### config.mk
export PLATFORM = sky130hd
export DESIGN_NAME = bus_sync_arb
export DESIGN_NICKNAME = d
export VERILOG_FILES = /design/src/rtl/bus_sync_arb_pkg.sv /design/src/rtl/bus_sync_arb_pick.sv /design/src/rtl/bus_sync_arb.sv
export SDC_FILE = /design/constraint.sdc
export NUM_CORES = 1
export LEC_CHECK = 0
export CORE_MARGIN = 2
export CORE_UTILIZATION = 36
export CTS_BUF_LIST = sky130_fd_sc_hd__clkbuf_2 sky130_fd_sc_hd__clkbuf_4 sky130_fd_sc_hd__clkbuf_8
export CTS_CLUSTER_DIAMETER = 40
export DETAILED_ROUTE_END_ITERATION = 8
export MAX_ROUTING_LAYER = met4
export PLACE_DENSITY = 0.82
export SYNTH_ARGS = -nofsm -noshare
export SYNTH_HDL_FRONTEND = slang
export SYNTH_SLANG_ARGS = --single-unit
### constraint.sdc
create_clock -name NCLK2 -period 1.4 [get_ports NCLK2]
set_input_delay 0.21 -clock NCLK2 [delete_from_list [all_inputs] [get_ports NCLK2]]
set_output_delay 0.21 -clock NCLK2 [all_outputs]
set_load 0.02 [all_outputs]
### src/rtl/bus_sync_arb_pkg.sv
// Shared definitions for bus_sync_arb: FSM state encoding, a constant clog2,
// and the width of the bundle {data, id, toggle} fed to one bus_sync_sf.
// Ports: none (package).
package bus_sync_arb_pkg;

  typedef enum logic [1:0] {
    ARB_IDLE = 2'd0,
    ARB_HOLD = 2'd1,
    ARB_ACK  = 2'd2
  } arb_state_t;

  // Ceiling log2 usable in parameter/localparam expressions.
  function automatic int bsa_clog2(input int value);
    int r;
    r = 0;
    for (int i = 0; i < 31; i++) begin
      if ((1 << i) < value) r = i + 1;
    end
    return r;
  endfunction

  // Width of the bus_sync_sf data_in this arbiter drives: word + tag + toggle.
  function automatic int bundle_width(input int data_w, input int id_w);
    return data_w + id_w + 1;
  endfunction

endpackage

### src/rtl/bus_sync_arb_pick.sv
// Combinational winner selector for bus_sync_arb.
// Ports: req (request levels), ptr (round-robin start index) -> win (index), any (some req set).
// Build option BUS_SYNC_ARB_RR_EN: round-robin from ptr; otherwise lowest set index wins.
module bus_sync_arb_pick
  import bus_sync_arb_pkg::*;
#(
  parameter int NREQ = 4,
  parameter int IDW  = 2
) (
  input  logic [NREQ-1:0] req,
  input  logic [IDW-1:0]  ptr,
  output logic [IDW-1:0]  win,
  output logic            any
);

  assign any = |req;

`ifdef BUS_SYNC_ARB_RR_EN
  // Rotate req so that bit 0 of w_rot is requester ptr; the lowest set bit of
  // the rotated vector is the first requester at or after ptr (with wrap).
  logic [2*NREQ-1:0] w_dbl;
  logic [NREQ-1:0]   w_rot;

  assign w_dbl = {req, req} >> ptr;
  assign w_rot = w_dbl[NREQ-1:0];

  always_comb begin
    int s;
    s   = 0;
    win = '0;
    for (int k = NREQ - 1; k >= 0; k--) begin
      if (w_rot[k]) begin
        s = int'(ptr) + k;
        if (s >= NREQ) s = s - NREQ;
        win = IDW'(s);
      end
    end
  end
`else
  // Fixed priority has no use for the pointer.
  logic w_unused_ptr;
  assign w_unused_ptr = ^ptr;

  always_comb begin
    win = '0;
    for (int i = NREQ - 1; i >= 0; i--) begin
      if (req[i]) win = IDW'(i);
    end
  end
`endif

endmodule

### src/rtl/bus_sync_arb.sv
// Time-multiplexes one bus_sync_sf between NREQ requesters: latches a winner's word,
// holds {sync_data, sync_id, sync_tgl} stable for HOLD cycles, then pulses ack[w].
// Ports: NCLK2/RST (sync, active-low), req/req_data in; ack, busy, sync_data/id/tgl out (all registered).
// Build option BUS_SYNC_ARB_RR_EN: round-robin arbitration with a pointer; default fixed priority.
module bus_sync_arb
  import bus_sync_arb_pkg::*;
#(
  parameter int NREQ  = 4,
  parameter int sword = 32,
  parameter int IDW   = 2,
  parameter int HOLD  = 8
) (
  input  logic                  NCLK2,
  input  logic                  RST,
  input  logic [NREQ-1:0]       req,
  input  logic [NREQ*sword-1:0] req_data,
  output logic [NREQ-1:0]       ack,
  output logic                  busy,
  output logic [sword-1:0]      sync_data,
  output logic [IDW-1:0]        sync_id,
  output logic                  sync_tgl
);

  localparam int CW = bsa_clog2(HOLD) + 1;

  arb_state_t       r_state, w_state_nxt;
  logic [CW-1:0]    r_cnt, w_cnt_nxt;
  logic [IDW-1:0]   r_win, w_win_nxt;
  logic [NREQ-1:0]  r_ack, w_ack_nxt;
  logic             r_busy;
  logic [sword-1:0] r_sync_data, w_data_nxt;
  logic [IDW-1:0]   r_sync_id, w_id_nxt;
  logic             r_sync_tgl, w_tgl_nxt;

  logic [IDW-1:0]   w_pick;
  logic             w_any;
  logic [IDW-1:0]   w_pick_ptr;
  logic [sword-1:0] w_word;

`ifdef BUS_SYNC_ARB_RR_EN
  logic [IDW-1:0] r_ptr, w_ptr_nxt;
  assign w_pick_ptr = r_ptr;
`else
  assign w_pick_ptr = '0;
`endif

  bus_sync_arb_pick #(
    .NREQ (NREQ),
    .IDW  (IDW)
  ) u_pick (
    .req (req),
    .ptr (w_pick_ptr),
    .win (w_pick),
    .any (w_any)
  );

  // Word of the current winner.
  always_comb begin
    w_word = '0;
    for (int i = 0; i < NREQ; i++) begin
      if (w_pick == IDW'(i)) w_word = req_data[i*sword +: sword];
    end
  end

  always_comb begin
    w_state_nxt = r_state;
    w_cnt_nxt   = r_cnt;
    w_win_nxt   = r_win;
    w_ack_nxt   = '0;
    w_data_nxt  = r_sync_data;
    w_id_nxt    = r_sync_id;
    w_tgl_nxt   = r_sync_tgl;
`ifdef BUS_SYNC_ARB_RR_EN
    w_ptr_nxt   = r_ptr;
`endif
    case (r_state)
      ARB_IDLE: begin
        if (w_any) begin
          w_data_nxt  = w_word;
          w_id_nxt    = w_pick;
          w_tgl_nxt   = ~r_sync_tgl;
          w_cnt_nxt   = CW'(HOLD - 1);
          w_win_nxt   = w_pick;
          w_state_nxt = ARB_HOLD;
        end
      end
      ARB_HOLD: begin
        if (r_cnt != '0) begin
          w_cnt_nxt = r_cnt - CW'(1);
        end else begin
          w_ack_nxt   = NREQ'(1) << r_win;
          w_state_nxt = ARB_ACK;
        end
      end
      ARB_ACK: begin
        // Requester drops req or presents its next word during this cycle.
`ifdef BUS_SYNC_ARB_RR_EN
        w_ptr_nxt = (r_win == IDW'(NREQ - 1)) ? '0 : r_win + IDW'(1);
`endif
        w_state_nxt = ARB_IDLE;
      end
      default: w_state_nxt = ARB_IDLE;
    endcase
  end

  always_ff @(posedge NCLK2) begin
    if (!RST) begin
      r_state     <= ARB_IDLE;
      r_cnt       <= '0;
      r_win       <= '0;
      r_ack       <= '0;
      r_busy      <= 1'b0;
      r_sync_data <= '0;
      r_sync_id   <= '0;
      r_sync_tgl  <= 1'b0;
`ifdef BUS_SYNC_ARB_RR_EN
      r_ptr       <= '0;
`endif
    end else begin
      r_state     <= w_state_nxt;
      r_cnt       <= w_cnt_nxt;
      r_win       <= w_win_nxt;
      r_ack       <= w_ack_nxt;
      r_busy      <= (w_state_nxt != ARB_IDLE);
      r_sync_data <= w_data_nxt;
      r_sync_id   <= w_id_nxt;
      r_sync_tgl  <= w_tgl_nxt;
`ifdef BUS_SYNC_ARB_RR_EN
      r_ptr       <= w_ptr_nxt;
`endif
    end
  end

  assign ack       = r_ack;
  assign busy      = r_busy;
  assign sync_data = r_sync_data;
  assign sync_id   = r_sync_id;
  assign sync_tgl  = r_sync_tgl;

endmodule

==> results of run 1 <==
-- report_power, final --
| group | internal (µW) | leakage (µW) | switching, µW | total [µW] |
|---|---|---|---|---|
| clock network | 373 | 0.0000486 | 462 | 835 |
| registers | 1470 | 0.000380 | 97.0 | 1570 |
| logic | 1080 | 0.00181 | 871 | 1950 |
| total | 2920 | 0.00224 | 1430 | 4350 |
-- placed cells by master (no fill, tap or decap), drive strengths merged, types with 2 or more instances in the layout --
master	Yosys	routed
and3	35	35
o21ai	34	34
clkdlybuf4s50	0	128
nor2b	34	34
a211oi	32	32
nor3b	2	2
dlygate4sd2	0	40
a31o	32	32
a21oi	2	2
bufbuf	0	3
clkinv	0	2
o31ai	32	32
nor2	67	67
nor3	4	4
nand2	5	5
clkbuf	32	6
nor4	2	2
xor2	2	2
buf	13	46
inv	3	3
or3	4	4
dfxtp	46	46
a21boi	3	3
-- logic make-up (layout without fill, tap and decap cells) --
kind of cell             Yosys count  in the layout  synth area share, %
adder cells (fa/ha/maj)            1              1                0.410
AND/OR/NAND/NOR                  157            157                 28.9
AO/OA/AOI/OAI                    137            137                 32.2
buffers and inverters             48            228                 7.51
flip-flops                        46             46                 30.2
XOR/XNOR                           3              3                0.862
-- stage by stage --
step	instances	total power, µW
after floorplan	392	2460
after global placement	661	3300
after detailed placement	661	3350
after CTS	677	4300
after global routing	677	4590
final	677	4350
-- critical path, delay by kind of cell, from the launching register on --
family / cells / cell delay, ns
simple gates: 2 / 0.58
flops: 1 / 0.33
buf+inv: 1 / 0.31
compound gates: 1 / 0.17
-- layout make-up --
cell class	count	area [µm²]	area share, %
Clock inverter	2	13.8	0.252
Inverter	3	11.3	0.206
Multi-Input combinational cell	298	2120	38.9
Sequential cell	46	926	17.0
Clock buffer	6	76.3	1.40
Tap cell	105	131	2.41
Timing Repair Buffer	217	2170	39.9
-- layer usage --
layer | wire, µm | up-vias
met3 | 631 | 23
li1 | - | 1784
met5 | 0 | -
met1 | 4560 | 1708
met4 | 200 | 0
met2 | 5720 | 136
-- registers in the layout, indices dropped and copies added, names as in the netlist --
| name | cells |
|---|---|
| ack | 4 |
| busy | 1 |
| r_cnt | 4 |
| r_state | 2 |
| sync_data | 32 |
| sync_id | 2 |
| sync_tgl | 1 |
-- repair_timing --
item	in CTS	in global routing
pin swaps	10	13
gates resized for setup	76	31
setup endpoints to repair	80	38
hold buffers	0	0
buffers inserted	4	0
gates cloned	4	0
-- how the worst min path moves through the flow --
stage,to,slack [ns],cells past startpoint
2_1_floorplan,sync_id[1]$_SDFFE_PN0P_,0.45,2
3_3_place_gp,ack[2]$_SDFF_PP0_,0.50,2
3_5_place_dp,ack[2]$_SDFF_PP0_,0.51,2
4_1_cts,busy$_SDFF_PN0_,0.26,2
5_1_grt,sync_id[0]$_SDFFE_PN0P_,0.27,2
6_report,busy$_SDFF_PN0_,0.26,2
==> run_results.csv, run 1 <==
group,metric,value,unit
clocking,clock_latency,0.30,ns
worst_setup_path,crit_arrival,1.67,ns
final_layout,layout-drive-gt1-share,23.8,%
pwr,powerDensity,798,nW/µm²
logic_synthesis,synth_seq_cells,46,
drt,final_antenna_net_count,0,
worst_setup_path,startpoint,"r_state[0]$_SDFF_PN0_",
global_routing,busiest_layer,"met2",
timing,slew_headroom,69.7,%
clocking,numCtsBuffers,5,
run,cap_violations,0,
logic_synthesis,synth_top_cell_by_area,"dfxtp_1",
die,die_h,96.1,µm
die,core_area,8220,µm²
logic_synthesis,async_reset_ff_share,0,%
final_layout,final_core_util,66.4,%
worst_hold_path,hp-start,"RST",
place,hpwl,8170,µm
timing,fin_crit,1.43,ns
worst_setup_path,r2r_cells,4,
final_layout,num_antenna_cells,0,
timing,fmax,0.699,GHz
global_routing,grt_use_met1,28.0,%
global_routing,track_usage,24.1,%
worst_setup_path,path_class,"register to register",
drt,drt_iter0_drc,155,
timing,finalHoldViolCount,0,
timing,rsz0062_at_grt,"true",
final_layout,final_nets,706,
global_routing,grt.met2_usage,42.7,%
timing,worst_slack,-0.0306,ns
place,numPortBuffers,173,
final_layout,n_fill_cell,687,
drt,avgRoutedWirePerCell,16.4,µm
drt,dr.pass1.iters,4,
logic_synthesis,synth_cell_type_count,31,
die,ios,174,
logic_synthesis,avgSynthCellArea,7.78,µm²
worst_setup_path,required,1.64,ns
timing,worstMarginPinSlew,0.451,ns
clocking,clk_path_buf_depth,2,
drt,drc_errors,0,
final_layout,fin_area,5450,µm²
logic_synthesis,synth_common_cells,"dfxtp_1, nor2_1, and3_1",
logic_synthesis,synth_area_leaders,"dfxtp_1, a31o_1, a211oi_1",
logic_synthesis,synth_area,3050,µm²
die,start_util,37.1,%
logic_synthesis,yosysWarnings,0,
global_routing,grt_start_max_net_pins,51,
global_routing,grt_overflow_total,0,
worst_setup_path,rrSetupSlack,-0.03,ns
place,gp_congestion,0.822,
global_routing,grt_use_met3,3.92,%
worst_setup_path,cp_slowest_cell,"or3_4",
worst_hold_path,worst_hold_path_type,"primary input to register",
logic_synthesis,synth_nets,527,
clocking,htree_levels,2,
drt,via_count,3651,
run_status,status,"finished, violations left",
logic_synthesis,synth_seq_area_share,30.2,%
clocking,clock-sinks,46,
worst_setup_path,cp-endpoint,"sync_data[22]$_SDFFE_PN0P_",
final_layout,area_growth,78.8,%
die,die_area,9230,µm²
drt,via_per_inst,5.39,
die,rows,33,
run_status,violations,"setup timing",
timing,finalSetupViolations,20,
worst_setup_path,crit_chain,"or3_4 -> bufbuf_16 -> nor2_2 -> a31o_1",
logic_synthesis,synth_top_area_share,30.2,%
worst_setup_path,cp-start-kind,"register",
timing,drv_slew,0,
logic_synthesis,synth_edf_count,0,
place,postPlaceCellArea,5000,µm²
clocking,cts-root-buf,"clkbuf_8",
logic_synthesis,synth-main-ff-cell,"dfxtp_1",
timing,finalSetupTns,-0.269,ns
pwr,irDropWorstVdd,0.503,mV
clocking,cts_tree,"yes",
worst_setup_path,slowest_delay,0.46,ns
global_routing,grt_pass1_wl,17000,µm
die,die_w,96.1,µm
global_routing,grt_pass1_vias,3645,
global_routing,antenna_found_initial,0,
logic_synthesis,synth.most_common_cell,"dfxtp_1",
timing,skew,0.00862,ns
clocking,clkTransAtPathRegs,0.09,ns
worst_setup_path,crit_fanout,10,
logic_synthesis,syn_inst,392,
drt,wirelength,11100,µm
place,pre_cts_slack,-0.666,ns
timing,period_share,102,%
timing,whs,0.260,ns
worst_setup_path,reg2reg_from,"r_state[0]$_SDFF_PN0_",
worst_setup_path,critPathCaptureType,"register",
pwr,leakagePower,0.00224,µW
worst_setup_path,rr_endpoint,"sync_data[22]$_SDFFE_PN0P_",
Power figures use the tool's default switching activity.
==> run 2, diff against run 1 <==
--- a/config.mk
+++ b/config.mk
@@ -6,12 +6,12 @@
 export NUM_CORES = 1
 export LEC_CHECK = 0
 export CORE_MARGIN = 2
-export CORE_UTILIZATION = 36
-export CTS_BUF_LIST = sky130_fd_sc_hd__clkbuf_2 sky130_fd_sc_hd__clkbuf_4 sky130_fd_sc_hd__clkbuf_8
+export CORE_UTILIZATION = 35
 export CTS_CLUSTER_DIAMETER = 40
 export DETAILED_ROUTE_END_ITERATION = 8
 export MAX_ROUTING_LAYER = met4
-export PLACE_DENSITY = 0.82
+export PLACE_DENSITY = 0.81
+export SKIP_CTS_REPAIR_TIMING = 1
 export SYNTH_ARGS = -nofsm -noshare
 export SYNTH_HDL_FRONTEND = slang
 export SYNTH_SLANG_ARGS = --single-unit
==> run 2 against run 1 <==
Net effect:
- the run still ends with setup timing left
- clock-buffer cell count down 1
- register-to-register slack worse by 0.05 ns
- flip-flop and latch count unchanged
- critical path depth up 2
- cell count up 1.0%
- worst hold slack better by 0.063 ns
- combinational power up 14%
- highest routed layer unchanged
- non-clock buffer count up 3
- sequential share of layout area down 0.81 points
- setup slack worse by 0.054 ns
- sequential power about the same
- global-route usage down 1.6 points
==> run_results.csv, run 2 (synthesis results as in run 1) <==
group,metric,value,unit
drt,final_antenna_net_count,0,
clocking,cts_tree,"yes",
die,core_area,8590,µm²
clocking,clk_path_buf_depth,2,
run_status,violations,"setup timing",
final_layout,largest_reg_flops,32,
clocking,cts-root-buf,"clkbuf_8",
worst_setup_path,cp_top_family,"simple AND/OR/NAND/NOR gates",
global_routing,grt_overflow_total,0,
worst_setup_path,cp_num_buf_inv,1,
die,ios,174,
pwr,irDropWorstVdd,0.566,mV
die,rows,34,
final_layout,final_core_util,66.6,%
clocking,clkTransAtPathRegs,0.10,ns
worst_setup_path,crit_chain,"inv_2 -> ha_4 -> nor3b_4 -> nor2_2 -> or3_1 -> and3_1",
worst_hold_path,worst_hold_path_type,"primary input to register",
place,numPortBuffers,173,
timing,rsz0062_at_grt,"true",
global_routing,grt_start_max_net_pins,38,
place,gp_congestion,0.825,
drt,avgRoutedWirePerCell,17.4,µm
worst_setup_path,cp_slowest_cell,"or3_1",
final_layout,fin_cells,684,
worst_setup_path,required,1.62,ns
final_layout,num_antenna_cells,0,
timing,worstMarginPinSlew,0.372,ns
timing,period_share,106,%
drt,drc_errors,0,
worst_setup_path,slowest_delay,0.36,ns
timing,fin_crit,1.48,ns
timing,fmax,0.674,GHz
pwr,leakagePower,0.00274,µW
place,placed_cells,663,
clocking,htree_levels,2,
pwr,powerDensity,846,nW/µm²
worst_setup_path,path_class,"register to register",
place,hpwl,8330,µm
timing,worst_slack,-0.0841,ns
timing,finalSetupViolations,31,
worst_setup_path,crit_arrival,1.71,ns
die,die_w,97.4,µm
drt,via_count,3752,
drt,via_per_inst,5.49,
worst_setup_path,cp-start-kind,"register",
run_status,status,"finished, violations left",
final_layout,layout-drive-gt1-share,26.6,%
run,cap_violations,0,
drt,wirelength,11900,µm
die,die_area,9480,µm²
drt,dr.pass1.iters,5,
final_layout,fin_area,5730,µm²
final_layout,layout_commonest_cell,"clkdlybuf4s50_1",
global_routing,track_usage,22.5,%
global_routing,grt_pass1_wl,17100,µm
timing,drv_slew,0,
timing,finalHoldViolCount,0,
place,pre_cts_slack,-0.690,ns
final_layout,mostFrequentLayoutCells,"clkdlybuf4s50_1, dfxtp_1, nor2_2, dlymetal6s2s_1, o21ai_0",
final_layout,area_growth,87.7,%
timing,finalSetupTns,-1.06,ns
die,die_h,97.4,µm
clocking,clock-sinks,46,
global_routing,antenna_found_initial,0,
timing,slew_headroom,75.1,%
final_layout,final_nets,710,
clocking,numCtsBuffers,5,
global_routing,grt_pass1_vias,3554,
worst_setup_path,crit_fanout,2,
place,postPlaceCellArea,5020,µm²
worst_setup_path,critPathCaptureType,"register",
drt,drt_iter0_drc,159,
die,start_util,35.5,%
clocking,clock_latency,0.32,ns
timing,skew,0.0104,ns
-- run 2: cell types whose count changed in the layout (fill, tap and decap cells not counted), moves of 4 or more --
cell,before,now
dlymetal6s2s_1,0,40
nor2_2,36,41
clkbuf_16,0,4
buf_6,2,6
nor2_1,29,19
dlygate4sd2_1,40,0
nor2_4,2,7
-- run 2: area by class of cell --
type                       count  area (µm²)
sequential                    46         926
multi-input combinational    299        2200
clock inverter                 3        43.8
clock buffer                   5        68.8
timing repair buffer         220        2340
tap                          108         135
fill                         687        2870
inverter                       3        11.3
-- run 2: worst paths after layout --
check | start | endpoint | slack [ns] | depth (start not counted)
setup / recovery | r_cnt[1]$_SDFFE_PN0P_ | r_cnt[0]$_SDFFE_PN0P_ | -0.08 | 6
setup reg to reg | r_cnt[1]$_SDFFE_PN0P_ | r_cnt[0]$_SDFFE_PN0P_ | -0.08 | 6
hold / removal | RST | r_cnt[1]$_SDFFE_PN0P_ | 0.32 | 3
hold reg to reg | sync_id[0]$_SDFFE_PN0P_ | ack[2]$_SDFF_PP0_ | 0.56 | 2
-- run 2: per-stage QoR --
step           hold slack (ns)  power, µW
6_report                 0.323       4850
5_1_grt                  0.321       5070
4_1_cts                  0.325       4390
3_5_place_dp             0.526       3370
3_3_place_gp             0.540       3320
2_1_floorplan            0.447       2460
-- run 2: tightest hold or removal path, stage by stage --
cell and delay, ns:
buf_2 0.12, buf_12 0.16, o311a_1 0.11
-- run 2: power breakdown --
| group | switching, µW | leakage (µW) | internal (µW) |
|---|---|---|---|
| clock | 503 | 0.0000585 | 536 |
| sequential | 101 | 0.000380 | 1470 |
| combinational | 970 | 0.00230 | 1260 |
-- run 2: per-layer routing --
layer | GRT usage (%) | wire (µm) | vias up
met2 | 39.3 | 6130 | 135
met4 | 6.52 | 252 | 0
met3 | 3.60 | 607 | 24
li1 | - | - | 1798
met5 | - | 0 | -
met1 | 26.8 | 4890 | 1795
